[src/rtl/lcd_pkg.sv]
// Shared definitions for the LCD command dispatcher: engine opcodes,
// the opcode legality check and the dispatcher state encoding.
package lcd_pkg;

    localparam logic [3:0] OP_WRITE  = 4'd0;
    localparam logic [3:0] OP_SHUP   = 4'd1;
    localparam logic [3:0] OP_SHDN   = 4'd2;
    localparam logic [3:0] OP_SHL    = 4'd3;
    localparam logic [3:0] OP_SHR    = 4'd4;
    localparam logic [3:0] OP_MAX    = 4'd5;
    localparam logic [3:0] OP_MIN    = 4'd6;
    localparam logic [3:0] OP_AVG    = 4'd7;
    localparam logic [3:0] OP_ROTCCW = 4'd8;
    localparam logic [3:0] OP_ROTCW  = 4'd9;
    localparam logic [3:0] OP_MIRX   = 4'd10;
    localparam logic [3:0] OP_MIRY   = 4'd11;
    localparam logic [3:0] OP_LAST   = 4'd11;

    typedef enum logic [2:0] {
        ST_IDLE,
        ST_ACK,
        ST_EXEC,
        ST_WDONE,
        ST_FIN
    } disp_state_t;

    // Opcodes above OP_LAST have no engine meaning and are dropped.
    function automatic logic is_legal(input logic [3:0] op);
        return op <= OP_LAST;
    endfunction

endpackage

[src/rtl/lcd_cmd_dispatch_if.sv]
// Host-side and engine-side signals of the command dispatcher.
// slave: the dispatcher; master: host plus engine driving it.
interface lcd_cmd_dispatch_if #(
    parameter int CNTW = 8
);
    logic [3:0]      host_cmd;
    logic            host_valid;
    logic            host_ready;
    logic [3:0]      cmd;
    logic            cmd_valid;
    logic            busy;
    logic            done;
    logic [CNTW-1:0] dispatch_cnt;
    logic            finished;
    logic            err;

    modport slave (
        input  host_cmd, host_valid, busy, done,
        output host_ready, cmd, cmd_valid, dispatch_cnt, finished, err
    );

    modport master (
        output host_cmd, host_valid, busy, done,
        input  host_ready, cmd, cmd_valid, dispatch_cnt, finished, err
    );
endinterface

[src/rtl/lcd_cmd_fifo.sv]
// Opcode FIFO, DEPTH x 4 bits. Pointers carry one extra wrap bit so full
// and empty are told apart without a separate counter. The head word is
// registered: it is reloaded every edge from the slot the read pointer
// will point at, bypassing the write data when that slot is being filled.
module lcd_cmd_fifo #(
    parameter int DEPTH = 8
) (
    input  logic                     clk,
    input  logic                     reset,
    input  logic                     push,
    input  logic                     pop,
    input  logic [3:0]               wr_data,
    output logic                     full,
    output logic                     empty,
    output logic [3:0]               head,
    output logic [$clog2(DEPTH):0]   count
);
    localparam int AW = $clog2(DEPTH);

    logic [3:0]  mem [DEPTH];
    logic [AW:0] wr_ptr;
    logic [AW:0] rd_ptr;
    logic [AW:0] rd_next;

    assign count   = wr_ptr - rd_ptr;
    assign empty   = (wr_ptr == rd_ptr);
    assign full    = (wr_ptr[AW] != rd_ptr[AW]) && (wr_ptr[AW-1:0] == rd_ptr[AW-1:0]);
    assign rd_next = pop ? rd_ptr + 1'b1 : rd_ptr;

    // Pointer update; reset flushes the queue.
    always_ff @(posedge clk) begin
        if (reset) begin
            wr_ptr <= '0;
            rd_ptr <= '0;
        end else begin
            if (push) wr_ptr <= wr_ptr + 1'b1;
            if (pop)  rd_ptr <= rd_next;
        end
    end

    // Storage and registered head; data only, so no reset.
    always_ff @(posedge clk) begin
        if (push) mem[wr_ptr[AW-1:0]] <= wr_data;
        if (push && (wr_ptr[AW-1:0] == rd_next[AW-1:0])) head <= wr_data;
        else                                             head <= mem[rd_next[AW-1:0]];
    end
endmodule

[src/rtl/lcd_cmd_dispatch.sv]
// Command dispatcher in front of the LCD engine: queues host opcodes,
// issues one at a time with a one-cycle cmd_valid strobe, follows the
// engine busy handshake and freezes once a Write has completed.
import lcd_pkg::*;

module lcd_cmd_dispatch #(
    parameter int DEPTH = 8,
    parameter int CNTW  = 8
) (
    input  logic                clk,
    input  logic                reset,
    lcd_cmd_dispatch_if.slave   bus
);
    localparam int AW = $clog2(DEPTH);

    disp_state_t     state;
    disp_state_t     state_nx;
    logic            fifo_full;
    logic            fifo_empty;
    logic            fifo_push;
    logic [3:0]      fifo_head;
    logic [AW:0]     fifo_count_unused;
    logic            ready;
    logic            accept;
    logic            issue;
    logic            is_write;
    logic            done_seen;
    logic            err_q;
    logic            cmd_valid_q;
    logic [3:0]      cmd_q;
    logic [CNTW-1:0] cnt_q;

    // No look-ahead on a same-cycle pop: a full FIFO refuses regardless.
    assign ready     = !fifo_full && (state != ST_FIN);
    assign accept    = bus.host_valid && ready;
    assign fifo_push = accept && is_legal(bus.host_cmd);

    assign bus.host_ready   = ready;
    assign bus.cmd          = cmd_q;
    assign bus.cmd_valid    = cmd_valid_q;
    assign bus.dispatch_cnt = cnt_q;
    assign bus.finished     = (state == ST_FIN);
    assign bus.err          = err_q;

    lcd_cmd_fifo #(.DEPTH(DEPTH)) u_fifo (
        .clk     (clk),
        .reset   (reset),
        .push    (fifo_push),
        .pop     (issue),
        .wr_data (bus.host_cmd),
        .full    (fifo_full),
        .empty   (fifo_empty),
        .head    (fifo_head),
        .count   (fifo_count_unused)
    );

    // Dispatcher state register.
    always_ff @(posedge clk) begin
        if (reset) state <= ST_IDLE;
        else       state <= state_nx;
    end

    // Next-state and issue decision; a zero-cycle command (busy never
    // seen in ACK) completes straight from ACK.
    always_comb begin
        state_nx = state;
        issue    = 1'b0;
        case (state)
            ST_IDLE: begin
                if (!fifo_empty && !bus.busy) begin
                    issue    = 1'b1;
                    state_nx = ST_ACK;
                end
            end
            ST_ACK: begin
                if (bus.busy)     state_nx = ST_EXEC;
                else if (is_write) state_nx = ST_WDONE;
                else               state_nx = ST_IDLE;
            end
            ST_EXEC: begin
                if (!bus.busy) state_nx = is_write ? ST_WDONE : ST_IDLE;
            end
            ST_WDONE: begin
                if (bus.done || done_seen) state_nx = ST_FIN;
            end
            ST_FIN:  state_nx = ST_FIN;
            default: state_nx = ST_IDLE;
        endcase
    end

    // Issue register, dispatch counter, Write done latch and sticky error.
    always_ff @(posedge clk) begin
        if (reset) begin
            cmd_valid_q <= 1'b0;
            cmd_q       <= '0;
            cnt_q       <= '0;
            is_write    <= 1'b0;
            done_seen   <= 1'b0;
            err_q       <= 1'b0;
        end else begin
            cmd_valid_q <= issue;
            if (issue) begin
                cmd_q     <= fifo_head;
                cnt_q     <= cnt_q + 1'b1;
                is_write  <= (fifo_head == OP_WRITE);
                done_seen <= 1'b0;
            end else if (bus.done && is_write && (state == ST_ACK || state == ST_EXEC)) begin
                done_seen <= 1'b1;
            end
            if (accept && !is_legal(bus.host_cmd)) err_q <= 1'b1;
        end
    end
endmodule

[src/flat_wrapper.sv]
// flat-port wrapper written by rule: the top's interface ports become plain ports
module lcd_cmd_dispatch_flat 
#(
    parameter int DEPTH = 8,
    parameter int CNTW  = 8
)
  (clk, reset, bus_host_cmd, bus_host_valid, bus_busy, bus_done, bus_host_ready, bus_cmd, bus_cmd_valid, bus_dispatch_cnt, bus_finished, bus_err);
  lcd_cmd_dispatch_if #(.CNTW(CNTW)) bus_i ();
  input  logic clk;
  input  logic reset;
  input wire logic [$bits(bus_i.host_cmd)-1:0] bus_host_cmd;
  input wire logic [$bits(bus_i.host_valid)-1:0] bus_host_valid;
  input wire logic [$bits(bus_i.busy)-1:0] bus_busy;
  input wire logic [$bits(bus_i.done)-1:0] bus_done;
  output wire logic [$bits(bus_i.host_ready)-1:0] bus_host_ready;
  output wire logic [$bits(bus_i.cmd)-1:0] bus_cmd;
  output wire logic [$bits(bus_i.cmd_valid)-1:0] bus_cmd_valid;
  output wire logic [$bits(bus_i.dispatch_cnt)-1:0] bus_dispatch_cnt;
  output wire logic [$bits(bus_i.finished)-1:0] bus_finished;
  output wire logic [$bits(bus_i.err)-1:0] bus_err;
  assign bus_i.host_cmd = bus_host_cmd;
  assign bus_i.host_valid = bus_host_valid;
  assign bus_i.busy = bus_busy;
  assign bus_i.done = bus_done;
  assign bus_host_ready = bus_i.host_ready;
  assign bus_cmd = bus_i.cmd;
  assign bus_cmd_valid = bus_i.cmd_valid;
  assign bus_dispatch_cnt = bus_i.dispatch_cnt;
  assign bus_finished = bus_i.finished;
  assign bus_err = bus_i.err;
  lcd_cmd_dispatch #(.DEPTH(DEPTH), .CNTW(CNTW)) u_core (.clk(clk), .reset(reset), .bus(bus_i));
endmodule
[config.mk]
export PLATFORM = sky130hd
export DESIGN_NAME = lcd_cmd_dispatch_flat
export DESIGN_NICKNAME = d
export VERILOG_FILES = /design/src/rtl/lcd_pkg.sv /design/src/rtl/lcd_cmd_dispatch_if.sv /design/src/rtl/lcd_cmd_fifo.sv /design/src/rtl/lcd_cmd_dispatch.sv /design/src/flat_wrapper.sv
export SDC_FILE = /design/constraint.sdc
export NUM_CORES = 1
export LEC_CHECK = 0
export ABC_CLOCK_PERIOD_IN_PS = 5100
export CORE_MARGIN = 5
export CORE_UTILIZATION = 50
export CTS_BUF_LIST = sky130_fd_sc_hd__clkbuf_4 sky130_fd_sc_hd__clkbuf_8
export DETAILED_ROUTE_END_ITERATION = 8
export HOLD_SLACK_MARGIN = 0.02
export PLACE_DENSITY = 0.68
export SLEW_MARGIN = 20
export SYNTH_ARGS = -nofsm -noshare
export SYNTH_HDL_FRONTEND = slang
export SYNTH_HIERARCHICAL = 1
export SYNTH_SLANG_ARGS = --single-unit
[constraint.sdc]
create_clock -name clk -period 5.1 [get_ports clk]
set_clock_uncertainty 0.2 [all_clocks]
set_input_delay 1.53 -clock clk [delete_from_list [all_inputs] [get_ports clk]]
set_output_delay 1.53 -clock clk [all_outputs]
set_load 0.1 [all_outputs]
==> reports/qor.txt, run 1 <==
setup violators final -> 0
Worst Hold Depth -> 1
global-route wire length before repair -> 7940 um
Port Buffer Count -> 24
via count -> 1,712
CP top delay family -> buffers and inverters
area grow syn2layout -> 18.6%
Routed WL -> 4760 um
drt wl/cell -> 15.2 um
CTS buffer count -> 9
CP required -> 3370 ps
1st-iter DRT viols -> 53
final hold vios -> 0
core area -> 5110 sq um
final core utilization -> 0.611
detailed-route DRC error count -> 0
LEAKAGE -> 1.06 nW
initial antenna violation count -> 0
GR Overflow Total -> 0
register share of total power -> 0.471
switching share of total power -> 0.295
Layout Nets -> 254
routability cong. -> 0.823
share of layout cells above drive strength 1 -> 0.115
post-detail-place hpwl -> 3340 um
Clk network pwr share -> 0.340
setup TNS -> 0 ps
VDD IR max -> 0.210 mV
status -> finished clean
post-cts sizing count -> 0
Crit path largest cell delay -> 1180 ps
CTS tree -> yes
CP endpoint kind -> primary output
CP arrival -> 2210 ps
Post-CTS Setup Inserts -> 0
fin crit period -> 3940 ps
crit path max fanout -> 7
First-pass DRT Iterations -> 4
crit path launch type -> flop
Initial Util -> 0.515
H-tree level count -> 3
# IOs -> 25
die area -> 6810 sq um
hold buffers post-CTS -> 0
number of cells on the worst reg-to-reg path -> 7
die height -> 82.5 um
Slew headroom -> 0.348
Tightest Hold Check Type -> reg -> reg
number of global-route vias before repair -> 1,593
Tot Pwr -> 1.23 mW
slowest cell on the critical path -> clkdlybuf4s50_1
Power Internal -> 0.868 mW
die width -> 82.5 um
Antenna Violating Nets Remaining -> 0
Synthesized Nets -> 225
Levels on crit path -> 2
Row Count -> 26
vias per cell -> 5.45
max_cap viols -> 0
largest net degree at the start of global routing -> 22
Net Switching -> 0.364 mW
ANT cells -> 0
Fmax achieved -> 254 MHz
Gate power share -> 0.189
clock transition at the registers of the reported paths -> 60 ps
CP Cell Sequence -> nor3b_2 > clkdlybuf4s50_1
fin crit share -> 0.773
Cell Pwr Density -> 395 nW/um^2
Max clock buf depth -> 2
clock sinks -> 62
average cell area after synthesis -> 12.5 sq um
Post-Syn Area -> 2630 sq um
Least-Margin Pin Slew -> 975 ps
Root Driver -> clkbuf_8
clk_lat worst skew -> 340 ps
CP Class -> reg -> out
Total Routing Usage GR -> 0.164
synth warn -> 6
final slew viol count -> 0
number of buffer and inverter stages on the critical path -> 1
unrepaired setup endpoints after global routing -> false
Syn Inst Count -> 210
==> flip-flops by register name, indices dropped and copies added (netlist names), 3 cells and up, named ones only <==
signal and flops:
u_core/u_fifo/mem 32, u_core/u_fifo/rd_ptr 4, u_core/state 3, u_core/bus.cmd 4, u_core/bus.dispatch_cnt 8, u_core/u_fifo/wr_ptr 4
==> layer usage <==
| layer | vias to the layer above | GRT usage | wire [um] |
|---|---|---|---|
| li1 | 853 | - | - |
| met1 | 811 | 0.215 | 2200 |
| met2 | 38 | 0.244 | 2200 |
| met3 | 10 | 0.0401 | 257 |
| met4 | 0 | 0.103 | 110 |
| met5 | - | 0 | 0 |
==> worst paths after layout <==
| check | startpoint | end | slack [ps] |
|---|---|---|---|
| worst max-delay path | u_core/state[2]$_SDFFE_PP0P_ | bus_finished | 1160 |
| worst max register to register | u_core/u_fifo/wr_ptr[1]$_SDFFE_PP0P_ | u_core/u_fifo/mem[1][3]$_DFFE_PP_ | 2430 |
| worst min register to register | u_core/bus.err$_SDFFE_PP0P_ | u_core/bus.err$_SDFFE_PP0P_ | 270 |
| worst min-delay path | u_core/bus.err$_SDFFE_PP0P_ | u_core/bus.err$_SDFFE_PP0P_ | 270 |
==> power groups by stage <==
stage          Clock [mW]  Sequential [mW]  Combinational [mW]
5_1_grt             0.458            0.584               0.251
3_5_place_dp            0            0.592               0.232
2_1_floorplan           0            0.634               0.148
4_1_cts             0.428            0.580               0.234
3_3_place_gp            0            0.592               0.232
6_report            0.418            0.580               0.233
==> per-stage QoR <==
step / cells / hold slack, ps / setup slack (ps) / instance area [sq um]
2_1_floorplan: 210 / 263 / 775 / 2640
3_3_place_gp: 298 / 252 / 1500 / 2930
3_5_place_dp: 298 / 259 / 1430 / 2930
4_1_cts: 314 / 275 / 1140 / 3120
5_1_grt: 314 / 303 / 1040 / 3120
6_report: 314 / 267 / 1160 / 3120
==> cell usage in the layout, fill, tap and decap left out, types with 2 or more instances in the layout <==
| cell type | n |
|---|---|
| or2_2 | 2 |
| or4_1 | 2 |
| nor4_1 | 2 |
| xor2_1 | 5 |
| nand3_1 | 9 |
| dfxtp_1 | 30 |
| mux2_2 | 6 |
| o311ai_0 | 2 |
| nor2_1 | 17 |
| clkinvlp_4 | 2 |
| nor2b_1 | 8 |
| ha_1 | 6 |
| clkdlybuf4s50_1 | 23 |
| nand4_1 | 2 |
| edfxtp_1 | 32 |
| nand2b_1 | 2 |
| buf_4 | 2 |
| inv_1 | 8 |
| nand2_1 | 10 |
| o31ai_1 | 3 |
| o21ai_0 | 10 |
| mux4_1 | 8 |
| a21oi_1 | 15 |
| nor3_1 | 7 |
| clkbuf_8 | 9 |
| or3_1 | 3 |
==> layout make-up <==
| type | count | area (sq um) |
|---|---|---|
| clock buffers | 10 | 131 |
| well taps | 70 | 87.6 |
| repair buffers | 25 | 245 |
| multi-input cells | 133 | 1000 |
| fillers | 428 | 1990 |
| inverters | 8 | 30.0 |
| clock inverters | 6 | 62.6 |
| flip-flops and latches | 62 | 1560 |
(Power assumes the default switching activity.)
==> run 2, diff against run 1 <==
--- a/config.mk
+++ b/config.mk
@@ -5,7 +5,7 @@
 export SDC_FILE = /design/constraint.sdc
 export NUM_CORES = 1
 export LEC_CHECK = 0
-export ABC_CLOCK_PERIOD_IN_PS = 5100
+export ABC_CLOCK_PERIOD_IN_PS = 4100
 export CORE_MARGIN = 5
 export CORE_UTILIZATION = 50
 export CTS_BUF_LIST = sky130_fd_sc_hd__clkbuf_4 sky130_fd_sc_hd__clkbuf_8
==> constraint.sdc (replaced) <==
create_clock -name clk -period 4.1 [get_ports clk]
set_clock_uncertainty 0.2 [all_clocks]
set_input_delay 1.23 -clock clk [delete_from_list [all_inputs] [get_ports clk]]
set_output_delay 1.23 -clock clk [all_outputs]
set_load 0.1 [all_outputs]
==> run 2 against run 1 <==
Hold slack worse by 1.0 ps. Die area stayed put. Flip-flop and latch count stayed put. Sequential power is 25% higher. Highest routed layer unchanged. Non-clock buffer count stayed put. Critical endpoint is now bus_host_ready. Setup slack worse by 350 ps. Sequential share of layout area is 0.10 points lower. Clock-buffer cell count is 1 lower. Register-to-register slack worse by 990 ps. Clock power is 51% higher. Wire length is 4.8% higher. Final cell count is 0.32% lower.
==> reports/qor.txt, run 2 (synthesis gave the netlist of run 1 again) <==
Non-Filler Instances -> 313 (-0.32%)
status -> finished clean
detailed-route DRC error count -> 0 (unchanged)
routability cong. -> 0.887 (+7.8%)
Post-CTS Setup Inserts -> 0 (unchanged)
worst hold margin -> 266 ps (-1.03 ps)
Tot Pwr -> 1.64 mW (+33%)
CTS tree -> yes
share of layout cells above drive strength 1 -> 0.173 (+0.0581)
filler instances -> 406 (-5.1%)
Setup WS pre-CTS -> 697 ps (-731 ps)
core area -> 5110 sq um (unchanged)
unrepaired setup endpoints after global routing -> false
# IOs -> 25 (unchanged)
drt wl/cell -> 15.9 um (+5.1%)
Area after DPL -> 2890 sq um (-1.2%)
clk_lat worst skew -> 330 ps (about the same)
Max clock buf depth -> 2 (unchanged)
most frequent cells in the layout -> edfxtp_1 (32), dfxtp_1 (30), nor2_1 (17), buf_4 (16), a21oi_1 (15)
final slew viol count -> 0 (unchanged)
most common cell after layout, fill and taps aside -> edfxtp_1
number of global-route vias before repair -> 1,629 (+2.3%)
reg-to-reg slack, setup -> 1440 ps (-990 ps)
Tightest Hold Check Type -> reg -> reg
Layout Nets -> 254 (unchanged)
global-route wire length before repair -> 8160 um (+2.8%)
max_cap viols -> 0 (unchanged)
final core utilization -> 0.612 (+0.00123)
Root Driver -> clkbuf_8
clock transition at the registers of the reported paths -> 60 ps (about the same)
H-tree level count -> 3 (unchanged)
initial antenna violation count -> 0 (unchanged)
vias per cell -> 5.50 (+0.96%)
Slew headroom -> 0.358 (+0.0101)
GR Overflow Total -> 0 (unchanged)
Antenna Violating Nets Remaining -> 0 (unchanged)
ANT cells -> 0 (unchanged)
RR Startpoint -> u_core/u_fifo/wr_ptr[1]$_SDFFE_PP0P_
die width -> 82.5 um (unchanged)
CP arrival -> 1860 ps (-350 ps)
area grow syn2layout -> 18.8%
CP endpoint kind -> primary output
CTS buffer count -> 9 (unchanged)
setup TNS -> 0 ps (unchanged)
Inst Count DP -> 298 (unchanged)
CP Class -> reg -> out
min-delay src -> u_core/bus.err$_SDFFE_PP0P_
final hold vios -> 0 (unchanged)
Fmax achieved -> 304 MHz
max FFs per register -> 32 (unchanged)
CP required -> 2670 ps (-700 ps)
number of cells on the worst reg-to-reg path -> 7 (unchanged)
Worst Hold Depth -> 1 (unchanged)
largest net degree at the start of global routing -> 23 (+4.5%)
die area -> 6810 sq um (unchanged)
post-detail-place hpwl -> 3450 um (+3.1%)
crit path max fanout -> 8 (+1)
Routed WL -> 4990 um (+4.8%)
fin area -> 3130 sq um (+0.20%)
fin crit period -> 3290 ps
Cell Pwr Density -> 526 nW/um^2 (+33%)
VDD IR max -> 0.293 mV (+39%)
clock sinks -> 62 (unchanged)
die height -> 82.5 um (unchanged)
LEAKAGE -> 1.11 nW (+4.7%)
1st-iter DRT viols -> 98 (+85%)
FF-to-FF End -> u_core/u_fifo/mem[1][3]$_DFFE_PP_
crit path launch type -> flop
Row Count -> 26 (unchanged)
via count -> 1,723 (+0.64%)
Least-Margin Pin Slew -> 960 ps (-15.1 ps)
hold buffers post-CTS -> 0 (unchanged)
First-pass DRT Iterations -> 4 (unchanged)
Worst Hold Endpoint -> u_core/bus.err$_SDFFE_PP0P_
fin crit share -> 0.802
Port Buffer Count -> 24 (unchanged)
post-cts sizing count -> 0 (unchanged)
Total Routing Usage GR -> 0.166 (+0.00189)
worst setup margin -> 813 ps (-346 ps)
setup violators final -> 0 (unchanged)
Initial Util -> 0.515 (unchanged)
run 2: cell types whose count changed in the layout (fill, tap and decap cells not counted):
| cell | before | now |
|---|---|---|
| clkbuf_4 | 1 | 0 |
| clkinvlp_4 | 2 | 1 |
| bufinv_16 | 1 | 3 |
| clkdlybuf4s50_1 | 23 | 9 |
| clkinv_1 | 1 | 0 |
| buf_4 | 2 | 16 |
run 2: worst max path at each step:
stage	startpoint	endpoint	slack, ps	depth (start not counted)
after floorplan	u_core/state[2]$_SDFFE_PP0P_	bus_host_ready	70	2
after global placement	bus_host_cmd[3]	u_core/u_fifo/mem[1][3]$_DFFE_PP_	790	5
after detailed placement	bus_host_cmd[3]	u_core/u_fifo/mem[1][3]$_DFFE_PP_	700	5
after CTS	u_core/u_fifo/wr_ptr[1]$_SDFFE_PP0P_	bus_host_ready	770	5
after global routing	u_core/u_fifo/wr_ptr[1]$_SDFFE_PP0P_	bus_host_ready	650	5
final	u_core/u_fifo/wr_ptr[1]$_SDFFE_PP0P_	bus_host_ready	810	5
run 2: critical path, cell delays in order (launching register included):
cell and delay, ps:
dfxtp_1 480, ha_1 290, nand3_1 150, nor2b_1 60
nor2_1 220, buf_4 340
run 2: cell type report:
class                           count  area (sq um)  area share
Inverter                            8          30.0     0.00961
Clock buffer                        9           124      0.0396
Tap cell                           70          87.6      0.0280
Clock inverter                      6           111      0.0356
Multi-Input combinational cell    133          1000       0.320
Timing Repair Buffer               25           210      0.0673
Sequential cell                    62          1560       0.500
run 2: report_power, final:
group	internal, mW	leakage [nW]	total [mW]	switching (mW)
clock network	0.400	0.115	0.631	0.230
registers	0.683	0.533	0.723	0.0408
logic	0.109	0.462	0.289	0.180
total	1.19	1.11	1.64	0.452
run 2: per-layer routing:
layer,track usage,routed length [um],vias up
met1,0.235,2390,812
met2,0.234,2270,48
met5,0,0,-
met3,0.0380,283,7
li1,-,-,856
met4,0.0931,46,0
==> run 3, diff against run 2 <==
--- a/config.mk
+++ b/config.mk
@@ -5,7 +5,7 @@
 export SDC_FILE = /design/constraint.sdc
 export NUM_CORES = 1
 export LEC_CHECK = 0
-export ABC_CLOCK_PERIOD_IN_PS = 4100
+export ABC_CLOCK_PERIOD_IN_PS = 3100
 export CORE_MARGIN = 5
 export CORE_UTILIZATION = 50
 export CTS_BUF_LIST = sky130_fd_sc_hd__clkbuf_4 sky130_fd_sc_hd__clkbuf_8
==> constraint.sdc (replaced) <==
create_clock -name clk -period 3.1 [get_ports clk]
set_clock_uncertainty 0.2 [all_clocks]
set_input_delay 0.93 -clock clk [delete_from_list [all_inputs] [get_ports clk]]
set_output_delay 0.93 -clock clk [all_outputs]
set_load 0.1 [all_outputs]
==> run 3 against run 2 <==
Flip-flop and latch count did not move. Largest power group unchanged. Final cell count rose by 2.6%. Sequential power rose by 32%. Critical path depth did not move. Global-route usage fell by 0.13 points. Critical endpoint unchanged. Power rose by 24%. Cell area rose by 0.96%. Sequential share of layout area fell by 0.48 points. Die area did not move.
==> reports/qor.txt, run 3 (synthesis gave the netlist of run 1 again) <==
FF+latch area -> 1560 sq um (unchanged)
FF-to-FF End -> u_core/u_fifo/mem[3][2]$_DFFE_PP_
most common cell after layout, fill and taps aside -> edfxtp_1
Root Driver -> clkbuf_8
number of global-route vias before repair -> 1,729 (+6.1%)
global-route wire length before repair -> 8070 um (-1.1%)
Worst Hold Depth -> 1 (unchanged)
H-tree level count -> 3 (unchanged)
largest net degree at the start of global routing -> 21 (-8.7%)
met2 Use GR -> 0.263 (+0.0288)
RR Startpoint -> u_core/u_fifo/wr_ptr[1]$_SDFFE_PP0P_
clk_lat worst skew -> 330 ps (about the same)
ANT cells -> 0 (unchanged)
crit path max fanout -> 8 (unchanged)
CP Class -> reg -> out
Row Count -> 26 (unchanged)
Worst Hold Endpoint -> u_core/bus.err$_SDFFE_PP0P_
LEAKAGE -> 1.14 nW (+2.5%)
Port Buffer Count -> 24 (unchanged)
Slew headroom -> 0.527 (+0.169)
Total Routing Usage GR -> 0.165 (-0.00131)
Inst Count DP -> 305 (+2.3%)
Post-CTS Setup Inserts -> 0 (unchanged)
# IOs -> 25 (unchanged)
hold buffers post-CTS -> 0 (unchanged)
Max clock buf depth -> 2 (unchanged)
share of layout cells above drive strength 1 -> 0.207 (+0.0343)
final slew viol count -> 0 (unchanged)
CTS tree -> yes
Tightest Hold Check Type -> reg -> reg
number of cells on the worst reg-to-reg path -> 7 (unchanged)
vias per cell -> 5.39 (-2.0%)
CTS buffer count -> 9 (unchanged)
routability cong. -> 0.855 (-3.6%)
fin crit share -> 0.918
post-cts sizing count -> 0 (unchanged)
max_cap viols -> 0 (unchanged)
core area -> 5110 sq um (unchanged)
status -> finished clean
M1 GR Usage -> 0.206 (-0.0297)
die area -> 6810 sq um (unchanged)
most frequent cells in the layout -> edfxtp_1 (32), dfxtp_1 (30), buf_4 (23), nor2_1 (16), a21oi_1 (15)
setup TNS -> 0 ps (unchanged)
reg-to-reg slack, setup -> 540 ps (-900 ps)
drt wl/cell -> 15.4 um (-3.3%)
M3 GR Usage -> 0.0423 (+0.00434)
1st-iter DRT viols -> 46 (-53%)
die width -> 82.5 um (unchanged)
most crowded layer after global routing -> met2
CP arrival -> 1710 ps (-150 ps)
Layout Nets -> 261 (+2.8%)
crit path launch type -> flop
via count -> 1,731 (+0.46%)
VDD IR max -> 0.469 mV (+60%)
final hold vios -> 0 (unchanged)
final core utilization -> 0.618 (+0.00588)
setup violators final -> 0 (unchanged)
Antenna Violating Nets Remaining -> 0 (unchanged)
Cell Pwr Density -> 646 nW/um^2 (+23%)
fin crit period -> 2840 ps
First-pass DRT Iterations -> 4 (unchanged)
detailed-route DRC error count -> 0 (unchanged)
Least-Margin Pin Slew -> 704 ps (-256 ps)
initial antenna violation count -> 0 (unchanged)
GR Overflow Total -> 0 (unchanged)
clock transition at the registers of the reported paths -> 60 ps (about the same)
Fmax achieved -> 351 MHz
max FFs per register -> 32 (unchanged)
CP endpoint kind -> primary output
area grow syn2layout -> 20.0%
unrepaired setup endpoints after global routing -> false
Routed WL -> 4950 um (-0.80%)
die height -> 82.5 um (unchanged)
clock sinks -> 62 (unchanged)
Non-Filler Instances -> 321 (+2.6%)
CP required -> 1970 ps (-700 ps)
min-delay src -> u_core/bus.err$_SDFFE_PP0P_
Multi-input gate area -> 1010 sq um (+0.88%)
Initial Util -> 0.515 (unchanged)
post-detail-place hpwl -> 3500 um (+1.6%)
filler instances -> 418 (+3.0%)
[run 3: where the power goes]
group          leakage [nW]  switching (mW)  internal, mW  total (mW)
Clock                 0.101           0.294         0.396       0.690
Combinational         0.504           0.241         0.151       0.393
Sequential            0.533          0.0545         0.903       0.957
Total                  1.14           0.590          1.45        2.04
[run 3: how the worst max path moves through the flow]
stage                                    startpoint  depth (start not counted)                                       to  slack, ps
2_1_floorplan  u_core/u_fifo/wr_ptr[0]$_SDFFE_PP0P_                          8        u_core/u_fifo/mem[1][0]$_DFFE_PP_         40
5_1_grt        u_core/u_fifo/wr_ptr[1]$_SDFFE_PP0P_                          5                           bus_host_ready        110
3_3_place_gp                               bus_busy                          4  u_core/bus.dispatch_cnt[7]$_SDFFE_PP0P_        200
6_report       u_core/u_fifo/wr_ptr[1]$_SDFFE_PP0P_                          5                           bus_host_ready        260
3_5_place_dp                               bus_busy                          4  u_core/bus.dispatch_cnt[7]$_SDFFE_PP0P_        200
4_1_cts        u_core/u_fifo/wr_ptr[1]$_SDFFE_PP0P_                          5                           bus_host_ready        230
[run 3: layout make-up]
type / instances / share of cell area
timing repair buffer: 32 / 0.0864
inverter: 8 / 0.00952
multi-input combinational: 133 / 0.320
clock inverter: 4 / 0.0151
sequential: 62 / 0.495
clock buffer: 12 / 0.0464
tap: 70 / 0.0278
[run 3: critical path: stages (launching register included)]
cell and delay (ps):
dfxtp_1 460, ha_1 270, nand3_1 120, nor2b_1 70, nor2_2 250, buf_12 210
[run 3: per-stage QoR]
| stage | total power [mW] | hold WS, ps | instance area [sq um] | setup slack, ps |
|---|---|---|---|---|
| detailed placement | 1.37 | 263 | 2960 | 201 |
| global route | 2.14 | 300 | 3160 | 110 |
| floorplan | 1.29 | 263 | 2640 | 39.0 |
| finish | 2.04 | 273 | 3160 | 255 |
| global placement | 1.36 | 255 | 2960 | 197 |
| CTS | 2.06 | 278 | 3160 | 225 |
[run 3: routing by layer]
layer  up-vias  part of all wire
met3        10             0.054
li1        866                 -
met2        44              0.47
met1       811              0.45
met5         -                 0
met4         0             0.018
